<file path="src/rtl/ftdi_to_fifo_wr_controller.sv">
// Drains host bytes from an FT245-style synchronous FTDI FIFO into the downstream stream FIFO.
// Latency: a byte sampled on the bus appears on fifo_wrreq/fifo_data one ftdi_clk cycle later.
// Backpressure: bursts start and continue only while the FIFO has headroom; a burst is capped at BURST_MAX bytes.
`timescale 1ns/1ps
module ftdi_to_fifo_wr_controller #(
    parameter int FIFO_DEPTH = 2048,
    parameter int HEADROOM   = 8,
    parameter int BURST_MAX  = 512
) (
    input  logic        ftdi_clk,
    input  logic        rst,
    input  logic        ftdi_rxf_n,
    input  logic [7:0]  ftdi_data,
    output logic        ftdi_oe_n,
    output logic        ftdi_rd_n,
    input  logic [10:0] fifo_usedw,
    input  logic        fifo_full,
    output logic        fifo_wrreq,
    output logic [7:0]  fifo_data,
    output logic [15:0] rx_byte_cnt,
    output logic        overflow
);

    localparam int          BW          = $clog2(BURST_MAX + 1);
    localparam logic [10:0] USEDW_LIMIT = 11'(FIFO_DEPTH - HEADROOM);
    localparam logic [BW-1:0] BURST_LAST = BW'(BURST_MAX - 1);

    typedef enum logic [1:0] {
        S_IDLE,
        S_OE,
        S_READ,
        S_RELEASE
    } state_t;

    state_t          state;
    state_t          next_state;
    logic [BW-1:0]   burst_cnt;
    logic            space_ok;
    logic            accept;

    // Room for at least HEADROOM more words, so in-flight bytes can never overrun the FIFO.
    assign space_ok = (fifo_usedw < USEDW_LIMIT) && !fifo_full;

    // Bus controls decode straight from the registered state so they are glitch-free.
    assign ftdi_oe_n = (state == S_IDLE);
    assign ftdi_rd_n = (state != S_READ);

    // State register.
    always_ff @(posedge ftdi_clk) begin
        if (rst) begin
            state <= S_IDLE;
        end else begin
            state <= next_state;
        end
    end

    // Next-state logic and byte acceptance; the exit edge out of READ still takes its byte.
    always_comb begin
        next_state = state;
        accept     = 1'b0;
        case (state)
            S_IDLE: begin
                if (!ftdi_rxf_n && space_ok) begin
                    next_state = S_OE;
                end
            end
            S_OE: begin
                next_state = ftdi_rxf_n ? S_RELEASE : S_READ;
            end
            S_READ: begin
                accept = !ftdi_rxf_n;
                if (ftdi_rxf_n || !space_ok || (accept && burst_cnt == BURST_LAST)) begin
                    next_state = S_RELEASE;
                end
            end
            S_RELEASE: begin
                next_state = S_IDLE;
            end
            default: begin
                next_state = S_IDLE;
            end
        endcase
    end

    // Per-burst byte count, cleared whenever the bus is idle.
    always_ff @(posedge ftdi_clk) begin
        if (rst) begin
            burst_cnt <= '0;
        end else if (state == S_IDLE) begin
            burst_cnt <= '0;
        end else if (accept) begin
            burst_cnt <= burst_cnt + BW'(1);
        end
    end

    // Write path: register the accepted byte, drop it and flag overflow if the FIFO is full.
    always_ff @(posedge ftdi_clk) begin
        if (rst) begin
            fifo_wrreq  <= 1'b0;
            fifo_data   <= 8'h00;
            rx_byte_cnt <= 16'h0000;
            overflow    <= 1'b0;
        end else begin
            fifo_wrreq <= accept && !fifo_full;
            if (accept) begin
                fifo_data <= ftdi_data;
            end
            if (accept && fifo_full) begin
                overflow <= 1'b1;
            end
            if (fifo_wrreq) begin
                rx_byte_cnt <= rx_byte_cnt + 16'd1;
            end
        end
    end

endmodule

</file>
<file path="config.mk">
export PLATFORM = sky130hd
export DESIGN_NAME = ftdi_to_fifo_wr_controller
export DESIGN_NICKNAME = d
export VERILOG_FILES = /design/src/rtl/ftdi_to_fifo_wr_controller.sv
export SDC_FILE = /design/constraint.sdc
export NUM_CORES = 1
export LEC_CHECK = 0
export CAP_MARGIN = 0
export CORE_MARGIN = 2
export CORE_UTILIZATION = 24
export DETAILED_ROUTE_END_ITERATION = 6
export GPL_TIMING_DRIVEN = 0
export RECOVER_POWER = 100
export SYNTH_ARGS = -nofsm -noshare
export SYNTH_HDL_FRONTEND = slang
export SYNTH_SLANG_ARGS = --single-unit
</file>
<file path="constraint.sdc">
create_clock -name ftdi_clk -period 2.3 [get_ports ftdi_clk]
set_clock_uncertainty 0.1 [all_clocks]
set_input_delay 0.345 -clock ftdi_clk [delete_from_list [all_inputs] [get_ports ftdi_clk]]
set_output_delay 0.345 -clock ftdi_clk [all_outputs]
set_load 0.005 [all_outputs]
</file>
==> metrics.md <==
| Metric | Value |
|---|---|
| Cells on worst reg2reg path | `5` |
| Crit. End Element | `output pin` |
| Area contributors post-synth | `dfxtp_1, xor2_1, nor2_1` |
| Worst-Margin Slew | `0.475 ns` |
| Cell Rows | `30` |
| Max-slew violations | `0` |
| Buffers on Ports | `47` |
| DR vias/cell | `4.26` |
| Number of synthesized flops with an enable pin | `0` |
| Highest Clock Rate | `485 MHz` |
| Sink Count | `38` |
| Die footprint | `0.00769 sq mm` |
| N_diodes | `0` |
| DP Worst Slack | `0.160 ns` |
| CP Cell Sequence | `inv_1 > ha_1 > inv_1 > dlygate4sd3_1` |
| Finished Cell Area | `0.00235 sq mm` |
| RR Endpoint | `rx_byte_cnt[15]` |
| RR Startpoint | `fifo_wrreq` |
| Die X | `87.7 microns` |
| Nets | `276` |
| Synth Instances | `194` |
| Area after DPL | `0.00227 sq mm` |
| Class of the worst hold path | `reg -> reg` |
| Clock Latency Late Sink | `0.29 ns` |
| Critical Path Start Type | `register` |
| Max clock buf depth | `2` |
| Placeable core area | `0.00679 sq mm` |
| Cell mode on critical path | `inv_1` |
| DP HPWL | `2820 microns` |
| Number of synthesized register bits | `38` |
| Static leakage | `0.885 nW` |
| Drt first-iter violations | `44` |
| CTS tree | `done` |
| RSZ-0062 raised after global routing | `no` |
| Multi-input logic area | `860 sq um` |
| Initial Utilization | `24.7%` |
| Total power | `1.48 mW` |
| Met3 Usage GRT | `4.43%` |
| Final setup violation count | `0` |
| CTS clock-pin slew for the worst setup and hold paths | `0.07 ns` |
| Post-route minimum period | `2.06 ns` |
| Ys async rst share | `0%` |
| Max VDD drop | `281 uV` |
| Mux share of post-synthesis cell area | `1.79%` |
| Hold Crit Depth | `2` |
| XOR/XNOR share of the synthesized area | `10.4%` |
| Vias in the first global route | `1469` |
| Status | `completed` |
| Worst Hold Slack | `0.352 ns` |
| # IOs | `51` |
| Placer Congestion | `0.690` |
| Area growth from synthesis to layout | `40.1%` |
| Syn Area/Cell | `8.66 sq um` |
| Largest family of logic cells by synthesized area | `simple AND/OR/NAND/NOR gates` |
| Fillcell total | `731` |
| H-Tree Depth | `2` |
| Delay-heaviest family, CP | `buffers and inverters` |
| Hold_sp | `fifo_data[4]` |
| Critical Path Fanout Max | `5` |
| Overall routing resource usage | `11.1%` |
| Post-Route WL | `3900 microns` |
| GR Overflow Total | `0` |
| Cell taking the most area after synthesis | `dfxtp_1` |
| Crit Path Class | `reg -> out` |
| Chip height | `87.7 microns` |
| Hold Path Sink | `fifo_data[4]` |
| CP arrival | `1.62 ns` |
| Reg area | `761 sq um` |
| Top cell type's share of synthesized area | `45.3%` |
| Tcrit/Tclk final | `89.7%` |
| Setup TNS | `0 ns` |
| Synth Flop Type | `dfxtp_1` |
| Setup Buffers After CTS | `0` |
| Most used routing layer in global routing | `met2` |
| Post-Synth Adder-Cell Area | `3.72%` |
| Initial antenna violation count | `0` |
| Most frequent cell after synthesis | `dfxtp_1` |
| Sequential share of the synthesized area | `45.3%` |
| M1 GR Usage | `14.7%` |
| Yosys cell types | `31` |
| Synthesized area | `0.00168 sq mm` |
| Share of layout cells above drive strength 1 | `4.82%` |
| Fin worst setup slack | `0.236 ns` |
| Synth top cells by count | `dfxtp_1, nor2_1, nand2_1` |
| Syn. warnings | `0` |
| Crit path largest cell delay | `0.55 ns` |
| Post-detailed-route count of antenna-violating nets | `0` |
| GRT met2 Usage | `17.1%` |
| Vias | `1469` |
| Root buf cell | `clkbuf_8` |
| Cell Pwr Density | `629 mW/mm^2` |
| Maxcap violations | `0` |
| CP required | `1.86 ns` |
| # DRC | `0` |
| Post-CTS sizing | `0` |
| Final hold vios | `0` |
| First-pass GRT wire length | `6720 microns` |
| Post-CTS Hold Fix Bufs | `0` |
| Post-synthesis simple-gate area fraction | `28.4%` |
| DRT Pass-1 Iters | `4` |
| Wire length per cell | `11.3 microns` |
| R2R setup slack | `0.37 ns` |
| Buf/Inv on CP | `3` |
| CTS buffer count | `5` |
| Syn nets | `222` |
| Crit-path slowest cell | `dlygate4sd3_1` |
| Max_slew headroom | `68.3%` |
| Largest net degree at the start of global routing | `12` |
| Compound-gate portion of the synthesized area | `6.78%` |
[worst max path at each step]
stage          slack, ns  startpoint              to  cells past startpoint
2_1_floorplan       0.77    state[0]    burst_cnt[1]                      7
3_3_place_gp        0.18         rst        overflow                      4
3_5_place_dp        0.16         rst  rx_byte_cnt[0]                      4
4_1_cts             0.27    state[0]       ftdi_rd_n                      4
5_1_grt             0.11    state[0]       ftdi_rd_n                      4
6_report            0.24    state[0]       ftdi_rd_n                      4
[flip-flops by register name (all words and copies together) (netlist names)]
register and count:
fifo_wrreq 1, fifo_data 8, burst_cnt 10, state 2, overflow 1, rx_byte_cnt 16
[through the flow]
step	cells	utilization (%)
final	345	34.7
after global routing	345	34.7
after CTS	345	34.8
after detailed placement	337	33.4
after global placement	337	33.4
after floorplan	194	-
[kinds of logic (layout without fill, tap and decap cells)]
kind of cell / after synthesis / count (layout)
AND/OR/NAND/NOR: 93 / 93
flip-flops: 38 / 38
AO/OA/AOI/OAI: 21 / 21
XOR/XNOR: 20 / 20
buffers and inverters: 14 / 69
adder cells (fa/ha/maj): 5 / 5
multiplexers: 3 / 3
[per-layer routing]
metal	part of all wire (%)	wire length, microns	vias to the layer above
met5	0	0	-
met4	0.49	19	0
met1	49	1920	666
li1	-	-	763
met2	44	1720	37
met3	6.2	241	3
[layout by cell type (no fill, tap or decap), types with 4 or more instances in the layout]
cell type and count:
dfxtp_1 38, dlygate4sd3_1 30, nor2_1 25, nand2_1 23, xor2_1 18, clkdlybuf4s50_1 17
a21oi_1 13, nand4_1 12, clkbuf_1 11, nand3_1 8, clkbuf_8 6, nand2b_1 5
o21ai_0 5, ha_1 5, inv_1 4
[tightest hold or removal path, stage by stage (launching register included)]
cell	delay, ns
dfxtp_1	0.31
nand2_1	0.05
a21oi_1	0.05
[final cells by class]
type	count	area share, %
Timing Repair Buffer	47	20.0
Inverter	4	0.638
Buffer	10	1.59
Sequential cell	38	32.3
Clock buffer	7	3.67
Tap cell	96	5.10
Clock inverter	1	0.213
Multi-Input combinational cell	142	36.5
[where the power goes]
| group | switching [mW] | total (mW) | internal [mW] |
|---|---|---|---|
| Clock | 0.232 | 0.474 | 0.242 |
| Sequential | 0.0243 | 0.715 | 0.691 |
| Combinational | 0.145 | 0.292 | 0.147 |
(Power assumes the default switching activity.)
